<file path="config.mk">
export PLATFORM = sky130hd
export DESIGN_NAME = alu_sequencer_flat
export DESIGN_NICKNAME = d
export VERILOG_FILES = /design/src/rtl/alu_pkg.sv /design/src/rtl/alu_sequencer_if.sv /design/src/rtl/alu_regfile.sv /design/src/rtl/alu_sequencer.sv /design/src/flat_wrapper.sv
export SDC_FILE = /design/constraint.sdc
export NUM_CORES = 1
export LEC_CHECK = 0
export BUFFER_PORTS_ARGS = -buffer_cell sky130_fd_sc_hd__buf_2
export CAP_MARGIN = 20
export CORE_UTILIZATION = 35
export CTS_BUF_LIST = sky130_fd_sc_hd__clkbuf_4
export CTS_CLUSTER_DIAMETER = 200
export DETAILED_ROUTE_END_ITERATION = 16
export PLACE_DENSITY = 0.52
export SKIP_CTS_REPAIR_TIMING = 1
export SLEW_MARGIN = 20
export SYNTH_ARGS = -nofsm -noshare
export SYNTH_HDL_FRONTEND = slang
export SYNTH_SLANG_ARGS = --single-unit
export TNS_END_PERCENT = 20
</file>
<file path="constraint.sdc">
create_clock -name clk -period 1.8 [get_ports clk]
set_clock_uncertainty 0.15 [all_clocks]
set_input_delay 0.09 -clock clk [delete_from_list [all_inputs] [get_ports clk]]
set_output_delay 0.09 -clock clk [all_outputs]
set_load 0.02 [all_outputs]
</file>
<file path="src/rtl/alu_pkg.sv">
// Shared definitions for the ALU sequencer: opcodes, flag bit positions and FSM states.
package alu_pkg;

  localparam logic [2:0] OP_ADD  = 3'b000;
  localparam logic [2:0] OP_SUB  = 3'b001;
  localparam logic [2:0] OP_OR   = 3'b010;
  localparam logic [2:0] OP_AND  = 3'b011;
  localparam logic [2:0] OP_NOT  = 3'b100;
  localparam logic [2:0] OP_COMP = 3'b101;
  localparam logic [2:0] OP_SHR  = 3'b110;
  localparam logic [2:0] OP_SHL  = 3'b111;

  localparam int FLAG_C = 3;
  localparam int FLAG_N = 2;
  localparam int FLAG_O = 1;
  localparam int FLAG_Z = 0;

  typedef enum logic [1:0] {
    ST_IDLE = 2'd0,
    ST_EXEC = 2'd1,
    ST_CAPT = 2'd2
  } seq_state_e;

  // Only the arithmetic ops update the architectural flags in the default build.
  function automatic logic op_sets_flags(input logic [2:0] op);
    return (op == OP_ADD) || (op == OP_SUB);
  endfunction

endpackage

</file>
<file path="src/rtl/alu_sequencer_if.sv">
// Command and response port of the ALU sequencer.
// valid/ready: a command transfers on a rising edge where cmd_valid && cmd_ready; the
// controller holds the command stable until then. rsp_valid has no ready and pulses once.
interface alu_sequencer_if #(
  parameter int DATA_W = 8,
  parameter int AW     = 3
);
  logic              cmd_valid;
  logic              cmd_ready;
  logic [2:0]        cmd_op;
  logic [AW-1:0]     cmd_src_a;
  logic [AW-1:0]     cmd_src_b;
  logic [AW-1:0]     cmd_dst;
  logic              rsp_valid;
  logic [DATA_W-1:0] rsp_data;
  logic [3:0]        rsp_flags;

  modport master (
    output cmd_valid, cmd_op, cmd_src_a, cmd_src_b, cmd_dst,
    input  cmd_ready, rsp_valid, rsp_data, rsp_flags
  );

  modport slave (
    input  cmd_valid, cmd_op, cmd_src_a, cmd_src_b, cmd_dst,
    output cmd_ready, rsp_valid, rsp_data, rsp_flags
  );
endinterface

</file>
<file path="src/rtl/alu_regfile.sv">
// NREGS x DATA_W register file: two operand read ports, one debug read port,
// a host write port and a writeback port that wins on an address collision.
module alu_regfile #(
  parameter int DATA_W = 8,
  parameter int NREGS  = 8,
  localparam int AW    = $clog2(NREGS)
) (
  input  logic              clk,
  input  logic              rst_n,
  input  logic [AW-1:0]     ra_addr,
  output logic [DATA_W-1:0] ra_data,
  input  logic [AW-1:0]     rb_addr,
  output logic [DATA_W-1:0] rb_data,
  input  logic [AW-1:0]     dbg_addr,
  output logic [DATA_W-1:0] dbg_data,
  input  logic              host_we,
  input  logic [AW-1:0]     host_addr,
  input  logic [DATA_W-1:0] host_data,
  input  logic              wb_we,
  input  logic [AW-1:0]     wb_addr,
  input  logic [DATA_W-1:0] wb_data
);

  logic [DATA_W-1:0] regs_q [NREGS];
  logic [DATA_W-1:0] regs_d [NREGS];

  always_comb begin
    regs_d = regs_q;
    if (host_we) regs_d[host_addr] = host_data;
    // Writeback applied last so it overrides a host write to the same register.
    if (wb_we)   regs_d[wb_addr]   = wb_data;
  end

  always_ff @(posedge clk or negedge rst_n) begin
    if (!rst_n) begin
      for (int i = 0; i < NREGS; i++) regs_q[i] <= '0;
    end else begin
      regs_q <= regs_d;
    end
  end

  assign ra_data  = regs_q[ra_addr];
  assign rb_data  = regs_q[rb_addr];
  assign dbg_data = regs_q[dbg_addr];

endmodule

</file>
<file path="src/rtl/alu_sequencer.sv">
// Command-driven front end for the registered 8-bit ALU: IDLE -> EXEC -> CAPT per op.
// Build option: ALU_SEQ_FLAG_ALL_EN makes flags_q load on every opcode, not just ADD/SUB.
module alu_sequencer
  import alu_pkg::*;
#(
  parameter int DATA_W = 8,
  parameter int NREGS  = 8,
  localparam int AW    = $clog2(NREGS)
) (
  input  logic              clk,
  input  logic              rst_n,
  alu_sequencer_if.slave    cmd_if,
  input  logic              wr_en,
  input  logic [AW-1:0]     wr_addr,
  input  logic [DATA_W-1:0] wr_data,
  input  logic [AW-1:0]     rd_addr,
  output logic [DATA_W-1:0] rd_data,
  output logic [DATA_W-1:0] alu_a,
  output logic [DATA_W-1:0] alu_b,
  output logic [2:0]        alu_op,
  input  logic [DATA_W-1:0] alu_out,
  input  logic [3:0]        alu_flags,
  output logic [3:0]        flags_q,
  output seq_state_e        dbg_state
);

  seq_state_e        state_q, state_d;
  logic [DATA_W-1:0] alu_a_q, alu_a_d;
  logic [DATA_W-1:0] alu_b_q, alu_b_d;
  logic [2:0]        alu_op_q, alu_op_d;
  logic [AW-1:0]     dst_q, dst_d;
  logic              rsp_valid_q, rsp_valid_d;
  logic [DATA_W-1:0] rsp_data_q, rsp_data_d;
  logic [3:0]        rsp_flags_q, rsp_flags_d;
  logic [3:0]        flags_d;
  logic              load_flags;
  logic              wb_we;
  logic [DATA_W-1:0] src_a_data;
  logic [DATA_W-1:0] src_b_data;

  alu_regfile #(
    .DATA_W (DATA_W),
    .NREGS  (NREGS)
  ) u_regfile (
    .clk       (clk),
    .rst_n     (rst_n),
    .ra_addr   (cmd_if.cmd_src_a),
    .ra_data   (src_a_data),
    .rb_addr   (cmd_if.cmd_src_b),
    .rb_data   (src_b_data),
    .dbg_addr  (rd_addr),
    .dbg_data  (rd_data),
    .host_we   (wr_en),
    .host_addr (wr_addr),
    .host_data (wr_data),
    .wb_we     (wb_we),
    .wb_addr   (dst_q),
    .wb_data   (alu_out)
  );

`ifdef ALU_SEQ_FLAG_ALL_EN
  assign load_flags = 1'b1;
`else
  assign load_flags = op_sets_flags(alu_op_q);
`endif

  always_comb begin
    state_d     = state_q;
    alu_a_d     = alu_a_q;
    alu_b_d     = alu_b_q;
    alu_op_d    = alu_op_q;
    dst_d       = dst_q;
    rsp_valid_d = 1'b0;
    rsp_data_d  = rsp_data_q;
    rsp_flags_d = rsp_flags_q;
    flags_d     = flags_q;
    wb_we       = 1'b0;
    unique case (state_q)
      ST_IDLE: begin
        if (cmd_if.cmd_valid) begin
          alu_a_d  = src_a_data;
          alu_b_d  = src_b_data;
          alu_op_d = cmd_if.cmd_op;
          dst_d    = cmd_if.cmd_dst;
          state_d  = ST_EXEC;
        end
      end
      // The ALU registers its result at the end of this cycle.
      ST_EXEC: state_d = ST_CAPT;
      ST_CAPT: begin
        wb_we       = 1'b1;
        rsp_valid_d = 1'b1;
        rsp_data_d  = alu_out;
        rsp_flags_d = alu_flags;
        if (load_flags) flags_d = alu_flags;
        state_d     = ST_IDLE;
      end
      default: state_d = ST_IDLE;
    endcase
  end

  always_ff @(posedge clk or negedge rst_n) begin
    if (!rst_n) begin
      state_q     <= ST_IDLE;
      alu_a_q     <= '0;
      alu_b_q     <= '0;
      alu_op_q    <= '0;
      dst_q       <= '0;
      rsp_valid_q <= 1'b0;
      rsp_data_q  <= '0;
      rsp_flags_q <= '0;
      flags_q     <= '0;
    end else begin
      state_q     <= state_d;
      alu_a_q     <= alu_a_d;
      alu_b_q     <= alu_b_d;
      alu_op_q    <= alu_op_d;
      dst_q       <= dst_d;
      rsp_valid_q <= rsp_valid_d;
      rsp_data_q  <= rsp_data_d;
      rsp_flags_q <= rsp_flags_d;
      flags_q     <= flags_d;
    end
  end

  assign cmd_if.cmd_ready = (state_q == ST_IDLE);
  assign cmd_if.rsp_valid = rsp_valid_q;
  assign cmd_if.rsp_data  = rsp_data_q;
  assign cmd_if.rsp_flags = rsp_flags_q;
  assign alu_a            = alu_a_q;
  assign alu_b            = alu_b_q;
  assign alu_op           = alu_op_q;
  assign dbg_state        = state_q;

endmodule

</file>
<file path="src/flat_wrapper.sv">
// flat-port wrapper written by rule: the top's interface ports become plain ports
module alu_sequencer_flat import alu_pkg::*;
#(
  parameter int DATA_W = 8,
  parameter int NREGS  = 8,
  localparam int AW    = $clog2(NREGS)
)
  (clk, rst_n, wr_en, wr_addr, wr_data, rd_addr, rd_data, alu_a, alu_b, alu_op, alu_out, alu_flags, flags_q, dbg_state, cmd_if_cmd_valid, cmd_if_cmd_op, cmd_if_cmd_src_a, cmd_if_cmd_src_b, cmd_if_cmd_dst, cmd_if_cmd_ready, cmd_if_rsp_valid, cmd_if_rsp_data, cmd_if_rsp_flags);
  alu_sequencer_if #(.DATA_W(DATA_W), .AW(3)) cmd_if_i ();
  input  logic clk;
  input  logic rst_n;
  input  logic wr_en;
  input  logic [AW-1:0] wr_addr;
  input  logic [DATA_W-1:0] wr_data;
  input  logic [AW-1:0] rd_addr;
  output logic [DATA_W-1:0] rd_data;
  output logic [DATA_W-1:0] alu_a;
  output logic [DATA_W-1:0] alu_b;
  output logic [2:0] alu_op;
  input  logic [DATA_W-1:0] alu_out;
  input  logic [3:0] alu_flags;
  output logic [3:0] flags_q;
  output seq_state_e dbg_state;
  input wire logic [$bits(cmd_if_i.cmd_valid)-1:0] cmd_if_cmd_valid;
  input wire logic [$bits(cmd_if_i.cmd_op)-1:0] cmd_if_cmd_op;
  input wire logic [$bits(cmd_if_i.cmd_src_a)-1:0] cmd_if_cmd_src_a;
  input wire logic [$bits(cmd_if_i.cmd_src_b)-1:0] cmd_if_cmd_src_b;
  input wire logic [$bits(cmd_if_i.cmd_dst)-1:0] cmd_if_cmd_dst;
  output wire logic [$bits(cmd_if_i.cmd_ready)-1:0] cmd_if_cmd_ready;
  output wire logic [$bits(cmd_if_i.rsp_valid)-1:0] cmd_if_rsp_valid;
  output wire logic [$bits(cmd_if_i.rsp_data)-1:0] cmd_if_rsp_data;
  output wire logic [$bits(cmd_if_i.rsp_flags)-1:0] cmd_if_rsp_flags;
  assign cmd_if_i.cmd_valid = cmd_if_cmd_valid;
  assign cmd_if_i.cmd_op = cmd_if_cmd_op;
  assign cmd_if_i.cmd_src_a = cmd_if_cmd_src_a;
  assign cmd_if_i.cmd_src_b = cmd_if_cmd_src_b;
  assign cmd_if_i.cmd_dst = cmd_if_cmd_dst;
  assign cmd_if_cmd_ready = cmd_if_i.cmd_ready;
  assign cmd_if_rsp_valid = cmd_if_i.rsp_valid;
  assign cmd_if_rsp_data = cmd_if_i.rsp_data;
  assign cmd_if_rsp_flags = cmd_if_i.rsp_flags;
  alu_sequencer #(.DATA_W(DATA_W), .NREGS(NREGS)) u_core (.clk(clk), .rst_n(rst_n), .cmd_if(cmd_if_i), .wr_en(wr_en), .wr_addr(wr_addr), .wr_data(wr_data), .rd_addr(rd_addr), .rd_data(rd_data), .alu_a(alu_a), .alu_b(alu_b), .alu_op(alu_op), .alu_out(alu_out), .alu_flags(alu_flags), .flags_q(flags_q), .dbg_state(dbg_state));
endmodule
</file>
==> qor.csv <==
metric,value,unit
Critical Path Slowest Stage Cell,mux4_2,
gr usage total,20.8,%
core area,0.0175,mm²
Initial Utilization,36.3,%
Synth top cells by count,"mux2_2 (178), dfrtp_1 (105), nand2_1 (57), mux2i_1 (32)",
Seq cells post-synth,105,
Final period util,117,%
outcome,finished with violations,
Top Family by Delay on Critical Path,multiplexers,
kind of critical path,flop to output pin,
DRT antenna net count,0,
WL/cell,21.6,µm
vias,4728,
leading post-synthesis cells by cell area,"dfrtp_1 (41%), mux2_2 (32%), mux4_2 (5.7%)",
setup violators final,8,
DIE WIDTH,137,µm
reg2reg end,u_core.flags_q[1],
CTS buffer count,9,
Main synth FF type,dfrtp_1,
clock sink count,105,
Most Crowded Layer GR,met2,
capture point of the critical path,rd_data[7],
Detail Placement HPWL,12500,µm
dpl ws,0.0198,ns
Max H-tree Level,3,
CTS tree,built,
max-slew violation count,0,
Die ar.,0.0187,mm²
GRT met3 Usage,4.19,%
startpoint type of the worst setup path,flop,
"critical path, cell by cell",mux4_2 -> mux2_4 -> buf_6,
R2R depth,5,
WP buf/inv,1,
Yosys top cell area share,41.4,%
Yosys Warn Count,0,
reg2reg start,u_core.dbg_state[0],
Die Span Y,137,µm
GRT met1 Usage,26.0,%
initial antenna violation count,0,
Synth-to-Final Area Change,24.0,%
Synth area leader,dfrtp_1,
number of synthesized flops with an enable pin,0,
Mapped Avg Cell Area,12.8,µm²
actual slew at the worst max-slew pin,0.866,ns
post-synth cell types,27,
first-pass GRT wire length,28200,µm
DRT iter0 DRCs,209,
clk_lat worst skew,0.50,ns
Max clock buf depth,2,
CP startpoint,u_core.u_regfile.regs_q[39],
Critical Path End Type,output pin,
R2R Setup Slk,0.05,ns
failing checks,setup timing,
total power,9.95,mW
"Hold Vio Cnt, Final",0,
Tmin final,2.10,ns
Boundary Pins,89,
DRC,0,
final core utilization,45.0,%
sequential area share after synthesis,41.4,%
maximum VDD drop,0.000613,V
setup_tns,-2.34,ns
LEAKAGE,3.49,nW
Stages on worst setup path,3,
mapped cell area,0.00634,mm²
cell count after synthesis,497,
Via density,5.43,
Crit Path Max Fanout,4,
FP Rows,48,
syn nets,539,
clock slew at reported path FFs,0.17,ns
Pwr Density,1270,mW/mm²
Crit path required time,1.56,ns
max_cap viols,0,
Slew headroom,42.2,%
largest net degree at the start of global routing,106,
CTS root buffer,clkbuf_4,
GRT Residual Overflow,0,
most numerous cell in the Yosys netlist,mux2_2,
vias in the first global route,4662,
M2 GR Usage,35.8,%
Final GP Congestion,0.805,
fin worst setup slack,-0.304,ns
Post-Route WL,18800,µm
layout cells sized above 1,55.8,%
Worst Hold Class,input pin to async pin,
Final nets,682,
max incr delay on CP,0.50,ns
"FFs w/ async S/R, synth",100,%
Pre-antenna DRT Iters,4,
RSZ-0062 raised after global routing,yes,
# diodes,0,
IO buf count,88,
Crit path arrival time,1.86,ns
FMAX,475,MHz
sequential cells by signal, summed over array words and instances (netlist names):
name / flops
u_core.alu_b: 8
u_core.alu_a: 8
u_core.dst_q: 3
u_core.cmd_if.rsp_flags: 4
u_core.cmd_if.rsp_valid: 1
u_core.alu_op: 3
u_core.flags_q: 4
u_core.u_regfile.regs_q: 64
u_core.dbg_state: 2
u_core.cmd_if.rsp_data: 8
cell families (layout without fill, tap and decap cells):
| logic type | count (synthesis) | after routing | share of synthesized area, % |
|---|---|---|---|
| buffers and inverters | 33 | 181 | 3.18 |
| AND/OR/NAND/NOR | 85 | 85 | 7.36 |
| AO/OA/AOI/OAI | 48 | 48 | 5.68 |
| multiplexers | 226 | 226 | 42.3 |
| flip-flops | 105 | 105 | 41.4 |
cell type report:
type                            instances  area (µm²)
Fill cell                            1623        9620
Multi-Input combinational cell        359        3550
Sequential cell                       105        2630
Timing Repair Buffer                  163        1270
Tap cell                              225         282
Clock buffer                            9        67.6
Clock inverter                          7        53.8
Inverter                                2        7.51
worst register-to-register path, delay by kind of cell, from the launching register on:
kind | cells | cell delay [ns]
AND/OR/NAND/NOR | 2 | 0.34
buffers and inverters | 2 | 0.37
flip-flops | 1 | 0.45
multiplexers | 1 | 0.33
worst min path at each step:
| stage | startpoint | to | slack (ns) | cells past startpoint |
|---|---|---|---|---|
| floorplan | rst_n | u_core.alu_a[0] | -0.36 | 0 |
| global placement | rst_n | u_core.alu_a[7] | 0.07 | 2 |
| detailed placement | rst_n | u_core.alu_a[7] | 0.07 | 2 |
| CTS | rst_n | u_core.alu_a[1] | -0.51 | 2 |
| global route | rst_n | u_core.u_regfile.regs_q[31] | 0.04 | 3 |
| finish | rst_n | u_core.u_regfile.regs_q[15] | 0.001 | 3 |
where the power goes:
group          internal, mW  switching (mW)  total [mW]
registers              3.30           0.839        4.14
clock network         0.296           0.877        1.17
logic                  2.67            1.97        4.64
total                  6.27            3.68        9.95
layer usage:
metal	part of all wire, %	vias up
met5	0	-
met4	2.5	0
met3	3.7	33
met2	50	128
met1	44	2403
li1	-	2164
metrics by stage:
stage | cells | instance area [µm²] | hold WS [ns]
3_5_place_dp | 812 | 7270 | 0.0716
2_1_floorplan | 497 | 6340 | -0.356
5_1_grt | 870 | 7860 | 0.0429
4_1_cts | 828 | 7390 | -0.509
3_3_place_gp | 812 | 7270 | 0.0709
6_report | 870 | 7860 | 0.00120
layout by cell type, fill, tap and decap left out, types with 2 or more instances in the layout:
cell type	count
mux2i_1	32
clkbuf_4	9
dlygate4sd3_1	28
o31ai_1	15
clkinvlp_4	2
mux2_4	7
and4bb_2	3
dfrtp_1	105
a22o_1	16
mux2_2	171
nor2b_1	5
nand2_1	57
o22ai_1	16
mux4_2	16
nor2_1	4
nand2b_1	3
nand3_2	2
buf_4	36
buf_6	7
buf_12	12
buf_2	80
nand3_1	2
nand4b_2	3
clkinv_2	2
No activity file was read; power rests on OpenSTA's default activity.
